==> config.mk <==
export PLATFORM = sky130hd
export DESIGN_NAME = hazard_ctrl_flat
export DESIGN_NICKNAME = d
export VERILOG_FILES = /design/src/rtl/hazard_ctrl_if.sv /design/src/rtl/hazard_ctrl.sv /design/src/flat_wrapper.sv
export SDC_FILE = /design/constraint.sdc
export NUM_CORES = 1
export LEC_CHECK = 0
export BUFFER_PORTS_ARGS = -buffer_cell sky130_fd_sc_hd__buf_2
export CORE_AREA = 2 2 57 59
export CTS_BUF_LIST = sky130_fd_sc_hd__clkbuf_16
export DETAILED_ROUTE_END_ITERATION = 7
export DIE_AREA = 0 0 59 61
export PLACE_DENSITY = 0.91
export REMOVE_ABC_BUFFERS = 1
export SLEW_MARGIN = 0
export SYNTH_ARGS = -nofsm -noshare
export SYNTH_HDL_FRONTEND = slang
export SYNTH_SLANG_ARGS = --single-unit
==> constraint.sdc <==
create_clock -name clk -period 3.9 [get_ports clk]
set_clock_uncertainty 0.1 [all_clocks]
set_input_delay 0 -clock clk [delete_from_list [all_inputs] [get_ports clk]]
set_output_delay 0 -clock clk [all_outputs]
set_load 0.005 [all_outputs]
==> src/rtl/hazard_ctrl_if.sv <==
// Pipeline-to-hazard-controller bundle: ID/EX hazard inputs in, stall/flush controls out.
// master = pipeline side, slave = hazard_ctrl.
interface hazard_ctrl_if #(
  parameter int CNT_W = 16
);
  logic             id_valid_i;
  logic [4:0]       id_rs1_i;
  logic [4:0]       id_rs2_i;
  logic             id_uses_rs1_i;
  logic             id_uses_rs2_i;
  logic             ex_valid_i;
  logic             ex_is_load_i;
  logic [4:0]       ex_rd_i;
  logic             ex_redirect_i;
  logic             mdu_start_i;
  logic             mdu_done_i;
  logic             pc_stall_o;
  logic             if_stall_o;
  logic             if_flush_o;
  logic             id_flush_o;
  logic             ex_stall_o;
  logic [1:0]       state_o;
  logic [CNT_W-1:0] stall_count_o;
  logic             watchdog_o;

  modport master (
    output id_valid_i, id_rs1_i, id_rs2_i, id_uses_rs1_i, id_uses_rs2_i,
           ex_valid_i, ex_is_load_i, ex_rd_i, ex_redirect_i, mdu_start_i, mdu_done_i,
    input  pc_stall_o, if_stall_o, if_flush_o, id_flush_o, ex_stall_o,
           state_o, stall_count_o, watchdog_o
  );

  modport slave (
    input  id_valid_i, id_rs1_i, id_rs2_i, id_uses_rs1_i, id_uses_rs2_i,
           ex_valid_i, ex_is_load_i, ex_rd_i, ex_redirect_i, mdu_start_i, mdu_done_i,
    output pc_stall_o, if_stall_o, if_flush_o, id_flush_o, ex_stall_o,
           state_o, stall_count_o, watchdog_o
  );
endinterface

==> src/rtl/hazard_ctrl.sv <==
// IF/ID/EX hazard controller: load-use bubbles, redirect flush sequencing, MDU hold with watchdog.
// Controls are combinational from state and current inputs; state and counters are registered.
module hazard_ctrl #(
  parameter int FLUSH_CYCLES = 2,
  parameter int MAX_STALL    = 64,
  parameter int CNT_W        = 16
) (
  input logic          clk,
  input logic          rst,
  hazard_ctrl_if.slave bus
);
  localparam int FW = (FLUSH_CYCLES > 1) ? $clog2(FLUSH_CYCLES) : 1;
  localparam int MW = $clog2(MAX_STALL + 1);
  localparam logic [FW-1:0] FL_START  = FW'((FLUSH_CYCLES > 1) ? FLUSH_CYCLES - 2 : 0);
  localparam logic [FW-1:0] FL_RELOAD = FW'(FLUSH_CYCLES - 1);
  localparam logic [MW-1:0] MDU_LIMIT = MW'(MAX_STALL);

  typedef enum logic [1:0] {
    S_RUN         = 2'd0,
    S_LOAD_BUBBLE = 2'd1,
    S_REDIRECT    = 2'd2,
    S_MDU_WAIT    = 2'd3
  } state_e;

  state_e           state_q, state_d;
  logic [FW-1:0]    fl_cnt_q, fl_cnt_d;
  logic [MW-1:0]    mdu_cnt_q, mdu_cnt_d;
  logic             wd_q, wd_d;
  logic [CNT_W-1:0] stall_cnt_q;

  logic lu;
  logic pc_stall, if_stall, if_flush, id_flush, ex_stall;

  assign lu = bus.ex_valid_i & bus.ex_is_load_i & (bus.ex_rd_i != 5'd0) & bus.id_valid_i &
              ((bus.id_uses_rs1_i & (bus.id_rs1_i == bus.ex_rd_i)) |
               (bus.id_uses_rs2_i & (bus.id_rs2_i == bus.ex_rd_i)));

  always_comb begin
    state_d   = state_q;
    fl_cnt_d  = fl_cnt_q;
    mdu_cnt_d = mdu_cnt_q;
    wd_d      = wd_q;
    pc_stall  = 1'b0;
    if_stall  = 1'b0;
    if_flush  = 1'b0;
    id_flush  = 1'b0;
    ex_stall  = 1'b0;
    case (state_q)
      S_RUN, S_LOAD_BUBBLE: begin
        if (bus.ex_redirect_i) begin
          if_flush = 1'b1;
          id_flush = 1'b1;
          if (FLUSH_CYCLES > 1) begin
            state_d  = S_REDIRECT;
            fl_cnt_d = FL_START;
          end else begin
            state_d = S_RUN;
          end
        end else if (bus.mdu_start_i) begin
          pc_stall  = 1'b1;
          if_stall  = 1'b1;
          ex_stall  = 1'b1;
          id_flush  = 1'b1;
          state_d   = S_MDU_WAIT;
          mdu_cnt_d = MW'(1);
        end else if ((state_q == S_RUN) && lu) begin
          // EX holds the bubble next cycle, so the same pair must not stall twice
          pc_stall = 1'b1;
          if_stall = 1'b1;
          id_flush = 1'b1;
          state_d  = S_LOAD_BUBBLE;
        end else begin
          state_d = S_RUN;
        end
      end
      S_REDIRECT: begin
        if_flush = 1'b1;
        id_flush = 1'b1;
        if (bus.ex_redirect_i) begin
          fl_cnt_d = FL_RELOAD;
        end else if (fl_cnt_q == '0) begin
          state_d = S_RUN;
        end else begin
          fl_cnt_d = fl_cnt_q - FW'(1);
        end
      end
      S_MDU_WAIT: begin
        if (bus.mdu_done_i) begin
          state_d = S_RUN;
        end else if (mdu_cnt_q == MDU_LIMIT) begin
          wd_d    = 1'b1;
          state_d = S_RUN;
        end else begin
          pc_stall  = 1'b1;
          if_stall  = 1'b1;
          ex_stall  = 1'b1;
          id_flush  = 1'b1;
          mdu_cnt_d = mdu_cnt_q + MW'(1);
        end
      end
      default: state_d = S_RUN;
    endcase
  end

  // Gating with rst keeps controls quiet while reset is held, regardless of inputs
  assign bus.pc_stall_o    = rst & pc_stall;
  assign bus.if_stall_o    = rst & if_stall;
  assign bus.if_flush_o    = rst & if_flush;
  assign bus.id_flush_o    = rst & id_flush;
  assign bus.ex_stall_o    = rst & ex_stall;
  assign bus.state_o       = state_q;
  assign bus.stall_count_o = stall_cnt_q;
  assign bus.watchdog_o    = wd_q;

  always_ff @(posedge clk or negedge rst) begin
    if (!rst) begin
      state_q     <= S_RUN;
      fl_cnt_q    <= '0;
      mdu_cnt_q   <= '0;
      wd_q        <= 1'b0;
      stall_cnt_q <= '0;
    end else begin
      state_q   <= state_d;
      fl_cnt_q  <= fl_cnt_d;
      mdu_cnt_q <= mdu_cnt_d;
      wd_q      <= wd_d;
      if (pc_stall && (stall_cnt_q != '1)) stall_cnt_q <= stall_cnt_q + CNT_W'(1);
    end
  end
endmodule

==> src/flat_wrapper.sv <==
// flat-port wrapper written by rule: the top's interface ports become plain ports
module hazard_ctrl_flat 
#(
  parameter int FLUSH_CYCLES = 2,
  parameter int MAX_STALL    = 64,
  parameter int CNT_W        = 16
)
  (clk, rst, bus_id_valid_i, bus_id_rs1_i, bus_id_rs2_i, bus_id_uses_rs1_i, bus_id_uses_rs2_i, bus_ex_valid_i, bus_ex_is_load_i, bus_ex_rd_i, bus_ex_redirect_i, bus_mdu_start_i, bus_mdu_done_i, bus_pc_stall_o, bus_if_stall_o, bus_if_flush_o, bus_id_flush_o, bus_ex_stall_o, bus_state_o, bus_stall_count_o, bus_watchdog_o);
  hazard_ctrl_if #(.CNT_W(CNT_W)) bus_i ();
  input logic clk;
  input logic rst;
  input wire logic [$bits(bus_i.id_valid_i)-1:0] bus_id_valid_i;
  input wire logic [$bits(bus_i.id_rs1_i)-1:0] bus_id_rs1_i;
  input wire logic [$bits(bus_i.id_rs2_i)-1:0] bus_id_rs2_i;
  input wire logic [$bits(bus_i.id_uses_rs1_i)-1:0] bus_id_uses_rs1_i;
  input wire logic [$bits(bus_i.id_uses_rs2_i)-1:0] bus_id_uses_rs2_i;
  input wire logic [$bits(bus_i.ex_valid_i)-1:0] bus_ex_valid_i;
  input wire logic [$bits(bus_i.ex_is_load_i)-1:0] bus_ex_is_load_i;
  input wire logic [$bits(bus_i.ex_rd_i)-1:0] bus_ex_rd_i;
  input wire logic [$bits(bus_i.ex_redirect_i)-1:0] bus_ex_redirect_i;
  input wire logic [$bits(bus_i.mdu_start_i)-1:0] bus_mdu_start_i;
  input wire logic [$bits(bus_i.mdu_done_i)-1:0] bus_mdu_done_i;
  output wire logic [$bits(bus_i.pc_stall_o)-1:0] bus_pc_stall_o;
  output wire logic [$bits(bus_i.if_stall_o)-1:0] bus_if_stall_o;
  output wire logic [$bits(bus_i.if_flush_o)-1:0] bus_if_flush_o;
  output wire logic [$bits(bus_i.id_flush_o)-1:0] bus_id_flush_o;
  output wire logic [$bits(bus_i.ex_stall_o)-1:0] bus_ex_stall_o;
  output wire logic [$bits(bus_i.state_o)-1:0] bus_state_o;
  output wire logic [$bits(bus_i.stall_count_o)-1:0] bus_stall_count_o;
  output wire logic [$bits(bus_i.watchdog_o)-1:0] bus_watchdog_o;
  assign bus_i.id_valid_i = bus_id_valid_i;
  assign bus_i.id_rs1_i = bus_id_rs1_i;
  assign bus_i.id_rs2_i = bus_id_rs2_i;
  assign bus_i.id_uses_rs1_i = bus_id_uses_rs1_i;
  assign bus_i.id_uses_rs2_i = bus_id_uses_rs2_i;
  assign bus_i.ex_valid_i = bus_ex_valid_i;
  assign bus_i.ex_is_load_i = bus_ex_is_load_i;
  assign bus_i.ex_rd_i = bus_ex_rd_i;
  assign bus_i.ex_redirect_i = bus_ex_redirect_i;
  assign bus_i.mdu_start_i = bus_mdu_start_i;
  assign bus_i.mdu_done_i = bus_mdu_done_i;
  assign bus_pc_stall_o = bus_i.pc_stall_o;
  assign bus_if_stall_o = bus_i.if_stall_o;
  assign bus_if_flush_o = bus_i.if_flush_o;
  assign bus_id_flush_o = bus_i.id_flush_o;
  assign bus_ex_stall_o = bus_i.ex_stall_o;
  assign bus_state_o = bus_i.state_o;
  assign bus_stall_count_o = bus_i.stall_count_o;
  assign bus_watchdog_o = bus_i.watchdog_o;
  hazard_ctrl #(.FLUSH_CYCLES(FLUSH_CYCLES), .MAX_STALL(MAX_STALL), .CNT_W(CNT_W)) u_core (.clk(clk), .rst(rst), .bus(bus_i));
endmodule
==> results.toml <==
[finish]
final_area_sq_mm = 0.00194
layout-drive-gt1-share_pct = 31.5
fin_nets = 232
area_growth_pct = 23.8
antenna_cells = 0

[clocking]
numCtsBuffers = 3
cts_tree = "yes"
insertion_delay_ns = 0.26
clk_path_buf_depth = 2
root_buffer = "clkbuf_16"
cts.sinks = 27
cts_setup_buffers = 0
path_clk_slew_ns = 0.06
htree_levels = 1

[pwr]
p_leak_nw = 0.951
clkPwrFrac_pct = 25.2
seq_power_share_pct = 45.5
vdd_drop_max_mv = 0.342
swShare_pct = 33.5
p_sw_w = 0.000302
p_int_w = 0.000598
p_comb_share_pct = 29.3
p_total_w = 0.000900
p_per_area_mw_per_mm2 = 463

[critical_path]
slowest_delay_ns = 0.47
endpoint_kind = "register"
rr_worst_depth = 5
critPathArrivalTime_ns = 2.23
crit_path_max_fanout = 14
startpoint_type = "register"
cp-startpoint = "u_core.bus.state_o[1]$_DFFE_PN0P_"
slowest_stage = "dfrtp_1"
worst_ep_required_time_ns = 3.94
cp_cell_sequence = "and4bb_2 > o2111ai_2 > o21bai_2 > o21ai_4 > mux2_2"
setup.worst_path.class = "register to register"
r2r_start = "u_core.bus.state_o[1]$_DFFE_PN0P_"

[routing]
drt-initial-drc-count = 41
drt-total-wl_mm = 3.39
viasPerCell = 5.50
wl_met3_um = 140
dr.pass1.iters = 4
top_layer_used = "met4"
dr_wl_met2_mm = 1.81
wl_per_cell_um = 14.4
drc = 0
m1WireLength_mm = 1.43
ant_nets = 0
vias = 1297

[placed_design]
io_buffer_count = 48
gp_congestion = 0.798
place_area_sq_mm = 0.00182
place_hpwl_mm = 2.52

[yosys]
yosysWarnings = 0
yosys.area.top_type_share_pct = 43.1
synthArstFlopShare_pct = 100
ys_seq_area_share_pct = 43.1
ys_ff_latch = 27
synthTopCellsByArea = "dfrtp_1 43%, xnor2_1 8.9%, xor2_1 7.3%"
synth-edff-count = 0
postSynthCellCount = 151
synth_top_area_cell = "dfrtp_1"
synth_area_sq_mm = 0.00157
ys_types = 40
avgSynthCellArea_sq_um = 10.4
synth_ff_type = "dfrtp_1"

[sta]
worstMarginPinSlew_ns = 0.640
min_period_ns = 2.19
finalSetupViolations = 0
slew_headroom_pct = 57.3
hold_viol_final = 0
max_freq_ghz = 0.458
slew_violations = 0
finalCritPeriodShare_pct = 56.0
rsz0062_at_grt = "no"
setup_tns_ns = 0

[global_routing]
overflow = 0
grt_max_degree = 32
grt_pass1_vias = 1263
antenna_found_initial = 0
track_usage_pct = 20.6
grt_pass1_wl_mm = 5.58

[floorplan]
die_area_sq_mm = 0.00360
die_x_um = 59
core_sq_mm = 0.00295
num_io_pins = 49
rows = 20
die_height_um = 61
initial_utilization_pct = 53.1

[worst_hold_path]
hold_start = "bus_mdu_start_i"
hp-class = "primary input to register"
min_path_cells = 5

[run]
drv_cap = 0

[run_status]
status = "finished, final reports clean"
==> Yosys cell counts, drive strengths merged (2+ instances only) <==
| master | n |
|---|---|
| nor4 | 3 |
| mux2 | 2 |
| nand3 | 8 |
| and3 | 7 |
| and2 | 4 |
| o21ai | 5 |
| nor2 | 11 |
| xor2 | 13 |
| nand2 | 11 |
| xnor2 | 16 |
| inv | 5 |
| dfrtp | 27 |
| nand2b | 4 |
| nor3 | 3 |
| nand4 | 7 |
| buf | 4 |
| and4 | 2 |
| ha | 3 |
| a21oi | 4 |
==> worst max-delay path, delay by kind of cell (launching register included) <==
kind               cells  cell delay (ns)
AOI/OAI and AO/OA      3             0.76
DFF                    1             0.47
muxes                  1             0.39
and+or+nand+nor        1             0.35
==> final timing paths <==
kind                                                            to  slack (ns)
min reg2reg                      u_core.bus.watchdog_o$_DFFE_PN0P_        0.36
max                        u_core.bus.stall_count_o[1]$_DFFE_PN0P_        1.71
max reg2reg                u_core.bus.stall_count_o[1]$_DFFE_PN0P_        1.71
min                              u_core.bus.state_o[1]$_DFFE_PN0P_        0.09
max in group asynchronous  u_core.bus.stall_count_o[6]$_DFFE_PN0P_        3.07
min in group asynchronous          u_core.mdu_cnt_q[6]$_DFFE_PN0P_        0.21
==> metal layers <==
| metal | vias to the layer above | track usage [%] |
|---|---|---|
| met5 | - | 0 |
| met4 | 0 | 2.60 |
| met3 | 2 | 5.33 |
| met2 | 33 | 39.2 |
| met1 | 631 | 23.7 |
| li1 | 631 | - |
==> layout by cell type (no fill, tap or decap), drive strengths merged, types with 4 or more instances in the layout <==
master	count
buf	48
dfrtp	27
xnor2	16
xor2	13
nor2	11
nand2	11
nand3	8
and3	7
nand4	7
inv	6
o21ai	5
nand2b	4
a21oi	4
dlygate4sd3	4
and2	4
==> area by class of cell <==
type | instances | area (sq um)
fillers | 260 | 1010
multi-input cells | 115 | 847
repair buffers | 52 | 280
flip-flops and latches | 27 | 676
clock inverters | 1 | 3.75
inverters | 5 | 18.8
well taps | 33 | 41.3
clock buffers | 3 | 75.1
==> state kept, by name, indices dropped and copies added (netlist names) <==
signal / count
u_core.fl_cnt_q: 1
u_core.bus.state_o: 2
u_core.bus.watchdog_o: 1
u_core.mdu_cnt_q: 7
u_core.bus.stall_count_o: 16
==> what timing repair did <==
action | in CTS | in global routing
setup endpoints to repair | 0 | 0
endpoints found under the hold margin | 31 | 0
hold buffers | 4 | 0
resized for setup | 0 | 0
==> logic make-up after synthesis <==
group / count (synthesis) / share of synthesized area [%]
xor+xnor: 29 / 16.2
simple gates: 64 / 24.1
compound gates: 17 / 9.89
mux: 2 / 1.44
buf+inv: 9 / 2.95
fa+ha+maj: 3 / 2.39
flops: 27 / 43.1
==> through the flow <==
stage	worst slack, ns	utilization, %	instances	hold WS, ns
2_1_floorplan	1.90	-	147	-0.396
3_3_place_gp	1.81	61.7	228	-0.0472
3_5_place_dp	1.75	61.7	228	-0.0414
4_1_cts	1.73	65.8	236	0.0833
5_1_grt	1.56	65.8	236	0.164
6_report	1.71	65.8	236	0.0925
==> power groups by stage <==
stage | Clock, W | Sequential [W] | Combinational, W
after floorplan | 0 | 0.000402 | 0.000164
after global placement | 0 | 0.000407 | 0.000248
after detailed placement | 0 | 0.000412 | 0.000259
after CTS | 0.000231 | 0.000408 | 0.000266
after global routing | 0.000245 | 0.000418 | 0.000299
final | 0.000226 | 0.000409 | 0.000264
Note: power is estimated with default switching activity, not from simulation.
